File: config.mk
export PLATFORM = sky130hd
export DESIGN_NAME = booth_mul_arbiter
export DESIGN_NICKNAME = d
export VERILOG_FILES = /design/src/rtl/booth_arb_pkg.sv /design/src/rtl/booth_arb_fifo.sv /design/src/rtl/booth_mul_arbiter.sv
export SDC_FILE = /design/constraint.sdc
export NUM_CORES = 1
export LEC_CHECK = 0
export ABC_AREA = 0
export CAP_MARGIN = 20
export CORE_MARGIN = 2
export CORE_UTILIZATION = 53
export CTS_CLUSTER_SIZE = 28
export DETAILED_ROUTE_END_ITERATION = 16
export MAX_ROUTING_LAYER = met4
export PLACE_DENSITY = 0.87
export SYNTH_ARGS = -nofsm -noshare
export SYNTH_HDL_FRONTEND = slang
export SYNTH_SLANG_ARGS = --single-unit
File: constraint.sdc
create_clock -name sys_clk -period 8 [get_ports sys_clk]
set_clock_uncertainty 0.05 [all_clocks]
set_input_delay 0.8 -clock sys_clk [delete_from_list [all_inputs] [get_ports sys_clk]]
set_output_delay 0.8 -clock sys_clk [all_outputs]
set_load 0.01 [all_outputs]
File: src/rtl/booth_arb_pkg.sv
// rtl/booth_arb_pkg.sv - shared types and round-robin helper for the Booth multiplier arbiter
//
// Purpose : widths, tag/response structs and the round-robin pick function
//           used by booth_mul_arbiter and booth_arb_fifo.
// Ports   : none (package).
package booth_arb_pkg;

  localparam int DATA_W  = 32;
  localparam int PROD_W  = 64;
  localparam int MAX_REQ = 8;
  // ID field sized for the largest supported requester count; the top
  // exposes only the low clog2(N_REQ) bits.
  localparam int ID_W    = 3;

  typedef struct packed {
    logic            vld;
    logic [ID_W-1:0] id;
  } tag_t;

  typedef struct packed {
    logic [ID_W-1:0]   id;
    logic [PROD_W-1:0] p;
  } rsp_t;

  // Returns {found, index}. The search starts at ptr+1 and wraps modulo n.
  // The loop has a constant bound so it unrolls cleanly; n is a parameter
  // at every call site, so the modulo folds away.
  function automatic logic [ID_W:0] rr_pick(input logic [MAX_REQ-1:0] req,
                                            input logic [ID_W-1:0]    ptr,
                                            input int                 n);
    logic            found;
    logic [ID_W-1:0] idx;
    int              j;
    found = 1'b0;
    idx   = '0;
    for (int i = 1; i <= MAX_REQ; i++) begin
      j = (int'(ptr) + i) % n;
      if (i <= n && !found && req[j]) begin
        found = 1'b1;
        idx   = ID_W'(j);
      end
    end
    return {found, idx};
  endfunction

endpackage

File: src/rtl/booth_arb_fifo.sv
// rtl/booth_arb_fifo.sv - show-ahead sync FIFO with registered head outputs
//
// Purpose : storage array plus a head register. A push lands in the array
//           and reaches the head register on the following edge, so a push
//           into an empty FIFO is visible one cycle later.
// Ports   : clk, rst        - clock, synchronous active-high reset
//           push, push_data - write strobe and data
//           pop             - consume head (ignored when out_valid is 0)
//           out_valid       - head register holds an entry
//           out_data        - head entry (0 after reset)
//           count           - entries held (array + head register)
module booth_arb_fifo #(
  parameter int WIDTH = 67,
  parameter int DEPTH = 8
) (
  input  logic                       clk,
  input  logic                       rst,
  input  logic                       push,
  input  logic [WIDTH-1:0]           push_data,
  input  logic                       pop,
  output logic                       out_valid,
  output logic [WIDTH-1:0]           out_data,
  output logic [$clog2(DEPTH+2)-1:0] count
);

  localparam int AW    = (DEPTH > 1) ? $clog2(DEPTH) : 1;
  localparam int CNT_W = $clog2(DEPTH + 2);

  logic [WIDTH-1:0] mem [DEPTH];
  logic [AW-1:0]    wr_ptr, rd_ptr;
  logic [CNT_W-1:0] mem_cnt;
  logic             load;

  function automatic logic [AW-1:0] ptr_next(input logic [AW-1:0] p);
    return (p == AW'(DEPTH - 1)) ? '0 : p + 1'b1;
  endfunction

  // Refill the head from the array whenever the head is empty or leaving.
  // mem_cnt is the registered count, so a same-edge push is not forwarded.
  assign load  = (mem_cnt != '0) && (!out_valid || pop);
  assign count = mem_cnt + CNT_W'(out_valid);

  always_ff @(posedge clk) begin
    if (push) mem[wr_ptr] <= push_data;
  end

  always_ff @(posedge clk) begin
    if (rst) begin
      wr_ptr    <= '0;
      rd_ptr    <= '0;
      mem_cnt   <= '0;
      out_valid <= 1'b0;
      out_data  <= '0;
    end else begin
      if (push) wr_ptr <= ptr_next(wr_ptr);
      if (load) begin
        out_data  <= mem[rd_ptr];
        out_valid <= 1'b1;
        rd_ptr    <= ptr_next(rd_ptr);
      end else if (pop) begin
        out_valid <= 1'b0;
      end
      mem_cnt <= mem_cnt + CNT_W'(push) - CNT_W'(load);
    end
  end

endmodule

File: src/rtl/booth_mul_arbiter.sv
// rtl/booth_mul_arbiter.sv - round-robin front end sharing one pipelined Booth multiplier
//
// Purpose : arbitrates N_REQ requesters onto one Booth_mul, tags each issue
//           with its requester ID and returns products in issue order.
//           A credit counter (in-flight + queued) keeps the FIFO from
//           ever overflowing.
// Ports   : sys_clk, sys_rst      - clock, synchronous active-high reset
//           req_valid/a/b/ready   - per-requester operand handshake
//           mul_a, mul_b, mul_p   - registered operands to / product from Booth_mul
//           rsp_valid/id/p/ready  - backpressured response port
//           busy                  - credit count non-zero
module booth_mul_arbiter
  import booth_arb_pkg::*;
#(
  parameter int N_REQ      = 4,
  parameter int MUL_LAT    = 4,
  parameter int FIFO_DEPTH = 8
) (
  input  logic                      sys_clk,
  input  logic                      sys_rst,
  input  logic [N_REQ-1:0]          req_valid,
  input  logic [N_REQ*DATA_W-1:0]   req_a,
  input  logic [N_REQ*DATA_W-1:0]   req_b,
  output logic [N_REQ-1:0]          req_ready,
  output logic [DATA_W-1:0]         mul_a,
  output logic [DATA_W-1:0]         mul_b,
  input  logic [PROD_W-1:0]         mul_p,
  output logic                      rsp_valid,
  output logic [$clog2(N_REQ)-1:0]  rsp_id,
  output logic [PROD_W-1:0]         rsp_p,
  input  logic                      rsp_ready,
  output logic                      busy
);

  localparam int CW    = $clog2(FIFO_DEPTH + 1);
  localparam int RID_W = $clog2(N_REQ);
  localparam int FC_W  = $clog2(FIFO_DEPTH + 2);

  logic [CW-1:0]     credit_cnt;
  logic [ID_W-1:0]   rr_ptr;
  tag_t              tag_pipe [MUL_LAT];
  logic [ID_W:0]     pick;
  logic              found, accept, pop, push;
  logic [ID_W-1:0]   win;
  logic [DATA_W-1:0] sel_a, sel_b;
  rsp_t              push_rsp, head;
  logic [FC_W-1:0]   fifo_count;
  logic              unused_bits;

  // The limit uses the registered credit, so a pop in this cycle cannot
  // fund an issue in the same cycle.
  assign pick   = rr_pick(MAX_REQ'(req_valid), rr_ptr, N_REQ);
  assign found  = pick[ID_W];
  assign win    = pick[ID_W-1:0];
  assign accept = found && (credit_cnt < CW'(FIFO_DEPTH));
  assign pop    = rsp_valid && rsp_ready;
  assign push   = tag_pipe[MUL_LAT-1].vld;
  assign busy   = (credit_cnt != '0);

  always_comb begin
    req_ready = '0;
    sel_a     = '0;
    sel_b     = '0;
    for (int i = 0; i < N_REQ; i++) begin
      if (win == ID_W'(i)) begin
        req_ready[i] = accept;
        sel_a        = req_a[i*DATA_W +: DATA_W];
        sel_b        = req_b[i*DATA_W +: DATA_W];
      end
    end
  end

  always_ff @(posedge sys_clk) begin
    if (sys_rst) begin
      mul_a      <= '0;
      mul_b      <= '0;
      rr_ptr     <= ID_W'(N_REQ - 1);
      credit_cnt <= '0;
      for (int i = 0; i < MUL_LAT; i++) tag_pipe[i] <= '0;
    end else begin
      // Idle cycles drive zero operands so Booth_mul sees a defined input.
      mul_a       <= accept ? sel_a : '0;
      mul_b       <= accept ? sel_b : '0;
      tag_pipe[0] <= '{vld: accept, id: (accept ? win : '0)};
      for (int i = 1; i < MUL_LAT; i++) tag_pipe[i] <= tag_pipe[i-1];
      if (accept) rr_ptr <= win;
      case ({accept, pop})
        2'b10:   credit_cnt <= credit_cnt + 1'b1;
        2'b01:   credit_cnt <= credit_cnt - 1'b1;
        default: credit_cnt <= credit_cnt;
      endcase
    end
  end

  assign push_rsp = '{id: tag_pipe[MUL_LAT-1].id, p: mul_p};

  booth_arb_fifo #(
    .WIDTH ($bits(rsp_t)),
    .DEPTH (FIFO_DEPTH)
  ) u_fifo (
    .clk       (sys_clk),
    .rst       (sys_rst),
    .push      (push),
    .push_data (push_rsp),
    .pop       (pop),
    .out_valid (rsp_valid),
    .out_data  (head),
    .count     (fifo_count)
  );

  assign rsp_p  = head.p;
  assign rsp_id = head.id[RID_W-1:0];

  // Occupancy is tracked by the credit counter; the FIFO count and unused
  // high ID bits are intentionally not consumed.
  assign unused_bits = ^{fifo_count, head.id};

endmodule

After elaboration in Yosys (flattened, before gate mapping)
Memory sizes are Yosys's and may differ from the RTL's. A register that Yosys moved wholly into a read port is not among the register bits.
Cells that the tools add are included.
{"block": "op_classes", "add_sub_neg": 10, "n_mux": 47, "n_bitwise": 9, "reduce_logical": 21, "n_lt_le_gt_ge": 5, "n_eq_ne": 7}
{"cell": "$mux 32", "n": 8}
{"cell": "$mux 1", "n": 23}
{"cell": "$mux 3", "n": 7}
{"cell": "$lt 3x5->1 const B", "n": 4}
{"cell": "$mux 4", "n": 4}
{"cell": "$bmux 1 s3", "n": 4}
{"cell": "$reduce_or 2->1", "n": 5}
{"cell": "$pmux 4 s2", "n": 1}
{"cell": "$reduce_bool 4->1", "n": 2}
{"cell": "$add 3x1->3 const B", "n": 2}
{"cell": "$eq 3x2->1 const B", "n": 2}
{"cell": "$eq 3x3->1 const B", "n": 2}
{"cell": "$logic_and 1x1->1", "n": 6}
{"cell": "$add 2x1->2 const B", "n": 2}
{"cell": "$add 2x2->2 const B", "n": 2}
{"cell": "$add 4x1->4", "n": 1}
{"cell": "$add 4x1->4 const B", "n": 1}
{"cell": "$and 1x1->1 const A", "n": 4}
{"cell": "$logic_not 1->1", "n": 4}
{"cell": "$lt 4x4->1 const B", "n": 1}
{"cell": "$or 1x1->1", "n": 4}
{"cell": "$reduce_bool 2->1", "n": 2}
{"cell": "$sub 4x1->4", "n": 1}
{"cell": "$sub 4x1->4 const B", "n": 1}
{"cell": "6 further kinds", "n": 6}
{"block": "totals", "ramBits": 552, "register_bits": 81, "wordCells": 109, "out_inout_bits": 136, "input_bits": 327, "memories": 2}
{"memory": "u_fifo.mem", "words": 8, "word_bits": 67, "rd": 1, "rd_clocked_by_memory_dff": 1, "wr": 1, "line_no": "booth_arb_fifo.sv:29", "text": "logic [WIDTH-1:0] mem [DEPTH];"}
{"memory": "tag_pipe", "words": 4, "word_bits": 4, "rd": 4, "rd_clocked_by_memory_dff": 0, "wr": 4, "line_no": "booth_mul_arbiter.sv:41", "text": "tag_t tag_pipe [MUL_LAT];"}

Longest topological paths before layout
Gate-level depths: netlist (run 1).
{"block": "logic_depth", "ltp_word": 21, "depth_mapped": 13, "mapped_depth_nobuf": 12}

Modules after synthesis
From an unflattened synthesis (run 1), not the netlist that was laid out.
{"block": "hier_totals", "hier_cells": 1600, "area_unflattened_um2": 27193.6}
{"module": "booth_arb_fifo", "cells_each": 1229, "area_each_um2": 22873.2, "instances": 1, "seq_area_each_um2": 17656.9}
{"module": "booth_mul_arbiter", "cells_each": 371, "area_each_um2": 4320.4, "instances": 1, "seq_area_each_um2": 1641.6}

Worst setup path after synthesis (run 1)
No wires, ideal clock.
{"block": "synth_path", "path_kind": "register -> register", "startpoint": "mem tag_pipe[3][3] (netlist name)", "endpoint": "mem u_fifo.mem[0][0] (enable)", "setup_time_ns": 0.571, "arrival_time_ns": 5.166, "setup_slack_ns": 2.213, "path_buffers": 1, "period_less_slack_ns": 5.787, "stages_incl_launch_ff": 4, "required_ns": 7.379, "path_cell_list": "dfxtp_1 -> clkbuf_1 -> nand2b_1 -> nor3_1"}
{"element": "from (decl)", "line_no": "booth_mul_arbiter.sv:41"}
{"element": "to (decl)", "line_no": "booth_arb_fifo.sv:29"}

Worst setup path after layout (run 1)
{"block": "layout_path", "startpoint": "in req_valid[1]", "endpoint": "out req_ready[1]"}
{"block": "layout_via", "elab_chain_len": 15, "word_cells_on_any_way": 29, "classes_between": "eq/ne: 1; mux: 21; reduce/logical: 7"}
{"element": "from (decl)", "line_no": "booth_mul_arbiter.sv:21", "text": "input logic [N_REQ-1:0] req_valid,"}
{"element": "$bmux 1 s3", "line_no": "booth_arb_pkg.sv:38", "text": "if (i <= n && !found && req[j]) begin"}
{"element": "$mux 1 (not written as such) (2 in a row)", "line_no": "booth_arb_pkg.sv:38"}
{"element": "$mux 1", "line_no": "booth_arb_pkg.sv:38"}
{"element": "$logic_not 1->1", "line_no": "booth_arb_pkg.sv:38"}
{"element": "$logic_and 1x1->1", "line_no": "booth_arb_pkg.sv:38"}
{"element": "$mux 1", "line_no": "booth_arb_pkg.sv:38"}
{"element": "$logic_not 1->1", "line_no": "booth_arb_pkg.sv:38"}
{"element": "$logic_and 1x1->1", "line_no": "booth_arb_pkg.sv:38"}
{"element": "$mux 1", "line_no": "booth_arb_pkg.sv:38"}
{"element": "$logic_not 1->1", "line_no": "booth_arb_pkg.sv:38"}
{"element": "$logic_and 1x1->1", "line_no": "booth_arb_pkg.sv:38"}
{"element": "$mux 3 / $mux 1 (equally long branches)", "line_no": "booth_arb_pkg.sv:38"}
{"element": "$eq 3x1->1 / $logic_and 1x1->1 (equally long branches)", "line_no": "booth_mul_arbiter.sv:65, booth_mul_arbiter.sv:55"}
{"element": "$mux 1 (*)", "line_no": "booth_mul_arbiter.sv:65", "text": "if (win == ID_W'(i)) begin"}
{"element": "to (decl)", "line_no": "booth_mul_arbiter.sv:24", "text": "output logic [N_REQ-1:0] req_ready,"}
Every way passes the cells marked *; elsewhere a longest branch is shown, timed or not. The select of a mux whose other input is x is not followed.

==> results of run 1 <==
## cells by family after synthesis
logic type      share of synthesized area (%)
xor+xnor                                0.198
buf+inv                                  2.62
fa+ha+maj                               0.641
compound gates                           3.84
simple gates                             2.34
mux                                      18.7
flops                                    71.7
## cell type report
cell class                      instances  area, sq um
Inverter                               11         43.8
Tap cell                              672          841
Sequential cell                       687        19000
Timing Repair Buffer                  482         4770
Clock inverter                         34          288
Antenna cell                           12         30.0
Fill cell                            3228        16000
Clock buffer                           94         1900
Multi-Input combinational cell        634         6880
## report_power, final
group | internal (W) | total, W | switching (W)
logic | 0.00138 | 0.00255 | 0.00117
registers | 0.00409 | 0.00437 | 0.000272
clock network | 0.00173 | 0.00307 | 0.00134
## path summary, 6_finish.rpt
path	from	end	slack, ps
max	req_valid[1]	req_ready[1]	3890
min	tag_pipe[0][1]	tag_pipe[1][1]	390
max reg2reg	rr_ptr[0]	mul_b[8]	4860
min reg2reg	tag_pipe[0][1]	tag_pipe[1][1]	390
## through the flow
stage               hold slack, ps  worst slack (ps)
detailed placement             378              3880
floorplan                      364              2210
CTS                            399              3880
global placement               384              3920
global route                   413              3710
finish                         394              3890
## Yosys cell counts, drive strengths merged, types with 2 or more instances
cell type  number
edfxtp        528
mux2i         198
dfxtp         159
mux4          132
nor2           86
a211oi         66
o22ai          65
buf            53
clkbuf         38
nand2          13
ha             12
nor2b          12
inv            11
nand2b         10
a21oi           9
nor3            4
xnor2           3
xor2            3
a21o            2
nand3b          2
o21ai           2
or2             2
or3             2
## registers in the layout (all words and copies together), names as in the netlist
name,cells
u_fifo.out_data,66
mul_b,32
credit_cnt,4
u_fifo.rd_ptr,3
u_fifo.mem,528
tag_pipe,12
u_fifo.wr_ptr,3
u_fifo.mem_cnt,4
rr_ptr,2
u_fifo.out_valid,1
mul_a,32
## routing by layer
layer	vias up	wire, microns	part of all wire, %
met1	7687	28700	42
met2	648	32300	47
li1	6656	-	-
met4	0	1370	2.0
met5	-	0	0
met3	115	5800	8.5
==> results.md, run 1 <==
- Status: complete, no violations
- Biggest area consumer among synthesized cells: edfxtp_1
- Chip height: about 230 microns
- Mapped Area: roughly 27,000 sq um
- Synth Flop Type: edfxtp_1
- Clk slew on worst S/H paths: 60 ps
- Clock buffer depth: 3
- Max incr delay on CP: about 770 ps
- Tot GR Track Use: a little over a quarter
- Syn Inst Count: approximately 1,400
- RSZ-0062 raised after global routing: false
- Die ar.: about 52,000 sq um
- Avg Inst Size Synth: approximately 19 sq um
- Commonest non-fill, non-tap cell in the layout: edfxtp_1
- CP max stage cell: a211o_4
- Clock Root Buffer: clkbuf_16
- Worst path cell trace: clkdlybuf4s50_1, nand2b_1, a21oi_1, a211o_4, and3_1, clkdlybuf4s50_1
- Chip width: ~230 microns
- Detailed Route WL: slightly below 70 mm
- Pleak: about 11 nW
- Num rows: 82
- Worst hold path stage count: 1
- Post-CTS Repair Setup Buffers: 0
- Family with the most delay on the worst path: buffers and inverters
- Setup-failing EPs final: 0
- EDFF count, synth: between 500 and 600
- Vias in the first global route: 15,733
- Final Hold Viols: 0
- F_max: 244 MHz
- Worst vdd ir: around 0.22 mV
- GRT busiest layer: met2
- Max-slew violations: 0
- Worst-Skew Late Latency: roughly 590 ps
- Setup TNS: 0 ps
- Yosys warns: 0
- Drt pass-1 iters: 7
- Layout Nets: 2,226
- Hold-fix buffers, CTS: 0
- Synth unique cells: 47
- Crit path kind: in2out
- Synth async-reset ratio: 0%
- Worst EP required: between 7000 and 8000 ps
- Fin crit share: between 50% and 60%
- Post-DP Area: between 30,000 and 40,000 sq um
- CP Data Arrival Time: about 3300 ps
- Worst-margin pin slew: ~1100 ps
- Syn Nets: between 1,500 and 2,000
- DP Wirelength: roughly 42 mm
- RePlAce Congestion: about 0.95
- Most frequent cells in the layout: 528 x edfxtp_1, 461 x clkdlybuf4s50_1, 198 x mux2i_1, 156 x dfxtp_1, 132 x mux4_2
- #FFs+latches synth: 687
- CORE AREA: between 40,000 and 50,000 sq um
- Startpoint types: input port
- Max cap viols: 0
- H-tree depth: 3
- TritonCTS Buffers: 70
- Grt ovf: 0
- Initial DRC count: ~1,300
- Area growth from synthesis to layout: 27.3%
- Sequential element share of the synthesized area: 71.7%
- GRT met2 Usage: roughly two fifths
- Finished Core Util: roughly two thirds
- Ports: ~460
- First-pass GRT wire length: 99.7 mm
- Final Cell Area: around 34,000 sq um
- Synth top area share: between 50% and 60%
- Global Route met3 Usage: around 6.7%
- Starting Density: ~53%
- Worst R2R Path Depth: 6
- Slew headroom: between 20% and 30%
- DR vias/cell: about 5.8
- Largest cells by area after synthesis: edfxtp_1 60%, dfxtp_1 12%, mux4_2 11%, mux2i_1 7.5%, a211oi_1 1.9%
- CP Capture Type: primary output
- CTS tree: yes
- Crit path depth: 6
- Initial antenna violation count: 18
- M1 GR Usage: between 30% and 40%
- Total Power: between 0.009 and 0.01 W
- Placed Cells: 2,486
- Fraction of layout cells with a size suffix above 1: between 10% and 20%
- Most used cell along the critical path: clkdlybuf4s50_1
- Pwr/cell area: just under 300 nW/um^2
- Non-filler cells, final: roughly 2,600
- Residual DRC: 0
- Total number of vias: approximately 15,000
- Num Clock Sinks: about 700
- Min-Delay Path Class: reg2reg
- Final min period: between 4000 and 5000 ps
- WL/cell: 26.0 microns
- Number of port buffers: ~460
- Buf/Inv on CP: 2
- Critical Path Fanout Max: 64
- Post_cts resized: 0
- Largest net degree at the start of global routing: 71
- Post-DRT Antenna Nets: 0
Note: power is estimated with default switching activity, not from simulation.
==> run 2: changes to the inputs <==
Settings changed: CORE_UTILIZATION 53 to 48, PLACE_DENSITY 0.87 to 0.84.
Clock period 8 ns to 3.42 ns, I/O delays scaled along.
==> results.md, run 2 (synthesized netlist as in run 1, its figures left out) <==
- Residual DRC: 0
- Worst EP required: 3030 ps
- Post-DP Area: 32,000 sq um
- Detailed Route WL: 69.1 mm
- RSZ-0062 raised after global routing: false
- Fraction of layout cells with a size suffix above 1: about 15%
- Min-Delay Path Class: in2reg
- Pleak: around 11 nW
- Post-CTS Repair Setup Buffers: 0
- Worst-margin pin slew: 829 ps
- WL/cell: 25.6 microns
- CTS tree: yes
- Commonest non-fill, non-tap cell in the layout: edfxtp_1
- RR Endpoint: u_fifo.out_data[60]
- Worst vdd ir: roughly 0.57 mV
- Chip height: roughly 240 microns
- Worst-Skew Late Latency: 610 ps
- RR Startpoint: u_fifo.rd_ptr[1]
- F_max: 360 MHz
- Final Hold Viols: 0
- Post_cts resized: 0
- Largest Register: u_fifo.mem
- Largest net degree at the start of global routing: ~140
- Total number of vias: ~15,000
- Tot GR Track Use: between 20 and 25%
- Num Clock Sinks: 687
- TritonCTS Buffers: a little over 70
- Initial antenna violation count: 34
- Max cap viols: 0
- Setup-failing EPs final: 0
- Max-slew violations: 0
- Grt ovf: 0
- Worst R2R Path Depth: 4
- Clock buffer depth: 3
- Initial DRC count: roughly 1,200
- Clock Root Buffer: clkbuf_16
- Fin crit share: 81.1%
- Final Cell Area: 34,500 sq um
- Vias in the first global route: approximately 16,000
- Area growth from synthesis to layout: 29.8%
- Layout Nets: 2,243
- H-tree depth: 3
- Hold-fix buffers, CTS: 0
- Clk slew on worst S/H paths: around 60 ps
- Die ar.: between 50,000 and 60,000 sq um
- CORE AREA: between 50,000 and 60,000 sq um
- Starting Density: between 40% and 50%
- FF-to-FF setup slack: between 1000 and 1500 ps
- Largest registers: u_fifo.mem x528, u_fifo.out_data x66
- Number of port buffers: ~460
- Pwr/cell area: between 600 and 700 nW/um^2
- CP Capture Type: primary output
- Worst hold path stage count: 2
- Drt pass-1 iters: 5
- Max FFs per register: 528
- Startpoint types: flip-flop
- RePlAce Congestion: 0.852
- Final min period: 2770 ps
- Post-DRT Antenna Nets: 0
- Slew headroom: between 40 and 50%
- Finished Core Util: 62.8%
- Hold Path End: u_fifo.out_data[58]
- First-pass GRT wire length: between 90 and 100 mm
- Crit path kind: reg2out
- Status: complete, no violations
- DR vias/cell: ~5.6
- Ports: ~460
- CP Data Arrival Time: between 2000 and 2500 ps
- Worst hold start: sys_rst
- Chip width: between 200 and 250 microns
- Most frequent cells in the layout: 528 x edfxtp_1, 461 x clkdlybuf4s50_1, 198 x mux2i_1, 156 x dfxtp_1, 132 x mux4_2
- DP Wirelength: ~43 mm
- Critical Path Fanout Max: 23
- Num rows: 86
## run 2: cell types whose count changed in the layout (fill, tap and decap cells not counted), moves of 3 or more
| cell | delta |
|---|---|
| clkinv_1 | +3 |
| buf_12 | +21 |
| diode_2 | +21 |
| bufinv_16 | +5 |
| buf_4 | -6 |
| clkinv_2 | -5 |
| clkbuf_16 | +3 |
## run 2: stage by stage
step           std cells  power, W  hold slack [ps]  setup WS (ps)  TNS, ps
3_3_place_gp        2533    0.0163              382            583        0
4_1_cts             2666    0.0243              239            591        0
3_5_place_dp        2533    0.0165              374            333        0
6_report            2699    0.0240              263            645        0
5_1_grt             2699    0.0250              257            523        0
2_1_floorplan       1423    0.0141              364           -597  -280470
## run 2: layer usage
metal  share of wire (%)  global-route usage [%]  vias to the layer above
li1                    -                       -                     6733
met1                  42                    32.2                     7730
met2                  46                    36.1                      596
met3                 9.2                    9.39                      113
met4                 2.4                    7.65                        0
met5                   0                       -                        -
## run 2: worst max-delay path by stage
stage | end | startpoint
after global routing | req_ready[1] | rr_ptr[0]
after CTS | req_ready[0] | rr_ptr[0]
after detailed placement | credit_cnt[2] | req_valid[3]
after global placement | credit_cnt[2] | req_valid[3]
final | req_ready[0] | rr_ptr[0]
after floorplan | u_fifo.mem[1][0] | tag_pipe[3][3]
## run 2: final cells by class
type                            instances  area (sq um)
Antenna cell                           33          82.6
Clock buffer                           96          1960
Clock inverter                         37           400
Fill cell                            3769         20400
Inverter                               11          43.8
Multi-Input combinational cell        634          6900
Sequential cell                       687         19000
Tap cell                              704           881
Timing Repair Buffer                  497          5150
## run 2: report_power, final
group          internal (W)  leakage (nW)  total (W)  switching [W]
clock               0.00454          1.13    0.00776        0.00323
sequential          0.00957          6.08     0.0102       0.000604
combinational       0.00336          4.28    0.00610        0.00274
## run 2: worst max-delay path, stage by stage (launching register included)
cell	delay (ps)
dfxtp_1	340
nand2b_1	140
o21ai_1	90
a211o_4	500
nor2_1	170
clkdlybuf4s50_1	550
==> run 3: changes to the inputs <==
Clock period 3.42 ns to 2.4 ns, I/O delays scaled along.
==> results.md, run 3 (synthesized netlist as in run 1, its figures left out) <==
- Setup-failing EPs final: 0
- Min-Delay Path Class: in2reg
- Metal2 WL: between 30 and 40 mm
- Area growth from synthesis to layout: 31.0%
- CTS tree: yes
- Starting Density: between 40% and 50%
- Multi-input gate area: 6920 sq um
- M1 WL: about 25 mm
- CP Data Arrival Time: between 2000 and 2500 ps
- Non-filler cells, final: 2,719
- Clock buffer depth: 3
- Commonest non-fill, non-tap cell in the layout: edfxtp_1
- Chip height: between 200 and 250 microns
- RSZ-0062 raised after global routing: false
- Worst-Skew Late Latency: approximately 630 ps
- Initial DRC count: 840
- Largest Register: u_fifo.mem
- Post-DRT Antenna Nets: 0
- CORE AREA: 54,900 sq um
- CP max stage cell: dfxtp_2
- First-pass GRT wire length: between 100 and 150 mm
- H-tree depth: 3
- Num rows: 86
- Worst EP required: approximately 2100 ps
- Crit path kind: reg2out
- Grt ovf: 0
- Drt pass-1 iters: 5
- Max cap viols: 0
- Worst-margin pin slew: about 700 ps
- DR vias/cell: around 5.6
- Num Clock Sinks: between 600 and 700
- Max-slew violations: 0
- Max incr delay on CP: 340 ps
- Number of port buffers: approximately 460
- Max FFs per register: ~530
- Largest net degree at the start of global routing: between 100 and 150
- Status: complete, no violations
- Tot GR Track Use: 25.0%
- Worst path cell trace: nand2b_4, o21ai_1, a211o_4, buf_4, nor2b_1, dlygate4sd2_1
- Ports: 463
- Final min period: between 2000 and 2500 ps
- Met3 routed WL: ~5.3 mm
- Clock Root Buffer: clkbuf_16
- Fillers: approximately 3,700
- RePlAce Congestion: 0.907
- F_max: 430 MHz
- Total number of vias: around 15,000
- Chip width: between 200 and 250 microns
- FF-to-FF setup slack: roughly 300 ps
- Most frequent cells in the layout: 528 x edfxtp_1, 457 x clkdlybuf4s50_1, 198 x mux2i_1, 154 x dfxtp_1, 132 x mux4_2
- Pwr/cell area: slightly below 1000 nW/um^2
- DP Wirelength: between 40 and 50 mm
- Fin crit share: a little over nine tenths
- Clk slew on worst S/H paths: roughly 60 ps
- Die ar.: about 57,000 sq um
- Critical Path Fanout Max: 4
- Initial antenna violation count: 14
- Layout Nets: ~2,300
- CP Capture Type: primary output
- Setup TNS: 0 ps
- TritonCTS Buffers: approximately 70
- Fraction of layout cells with a size suffix above 1: roughly 17%
- WL/cell: between 20 and 30 microns
- Pleak: around 12 nW
- Final Hold Viols: 0
- Vias in the first global route: around 16,000
- Slew headroom: between 50% and 60%
- Worst vdd ir: about 0.72 mV
- Placed Cells: 2,571
- Top sig layer: met4
- Register area: between 15,000 and 20,000 sq um
- Detailed Route WL: about 69 mm
- Startpoint types: flip-flop
- Residual DRC: 0
- Largest registers: u_fifo.mem x528, u_fifo.out_data x66
## run 3: cell count changes in the layout (fill, tap and decap cells not counted), moves of 3 or more
cell,before,now
clkinvlp_4,6,3
diode_2,33,14
clkdlybuf4s50_1,461,457
clkinv_1,7,13
inv_6,5,2
buf_4,15,48
buf_12,21,28
dlygate4sd2_1,0,4
## run 3: area by class of cell
cell class,count,area share (%)
clock buffers,95,5.60
well taps,704,2.53
diodes,14,0.101
multi-input cells,634,19.9
inverters,11,0.126
clock inverters,36,1.06
repair buffers,538,15.9
flip-flops and latches,687,54.8
## run 3: report_power, final
group	internal (W)	switching (W)
Clock	0.00631	0.00464
Combinational	0.00498	0.00415
Sequential	0.0136	0.000725
## run 3: through the flow
step	total power, W	instance area (sq um)	hold slack, ps	util (%)	setup slack (ps)
after detailed placement	0.0238	32400	373	59.1	-220
after global placement	0.0235	32400	377	59.1	-116
after floorplan	0.0200	26600	281	-	-459
final	0.0344	34800	220	63.4	76.2
after global routing	0.0358	34800	217	63.4	0.955
after CTS	0.0348	34700	187	63.3	3.65
## run 3: final timing paths
path                           from                end  depth (start not counted)
setup / recovery          rr_ptr[0]       req_ready[3]                          6
hold / removal            req_b[66]           mul_b[2]                          3
setup reg to reg  u_fifo.mem_cnt[2]  u_fifo.mem_cnt[2]                         11
hold reg to reg      tag_pipe[2][3]     tag_pipe[3][3]                          1
## run 3: critical path, delay by kind of cell (launching register included)
| kind | cells | cell delay, ps |
|---|---|---|
| buffers and inverters | 2 | 420 |
| AOI/OAI and AO/OA | 2 | 410 |
| DFF | 1 | 340 |
| and+or+nand+nor | 2 | 240 |
## run 3: timing repair
action	in CTS	in global routing
endpoints found under the setup margin	4	2
gates resized for setup	4	2
pin swaps	1	0
buffers inserted	2	0
hold endpoints to repair	3	0
hold buffers	1	0
## run 3: routing by layer
metal	up-vias	track usage [%]
li1	6783	-
met1	7814	27.8
met2	616	44.3
met3	104	6.37
met4	0	7.52
met5	-	-
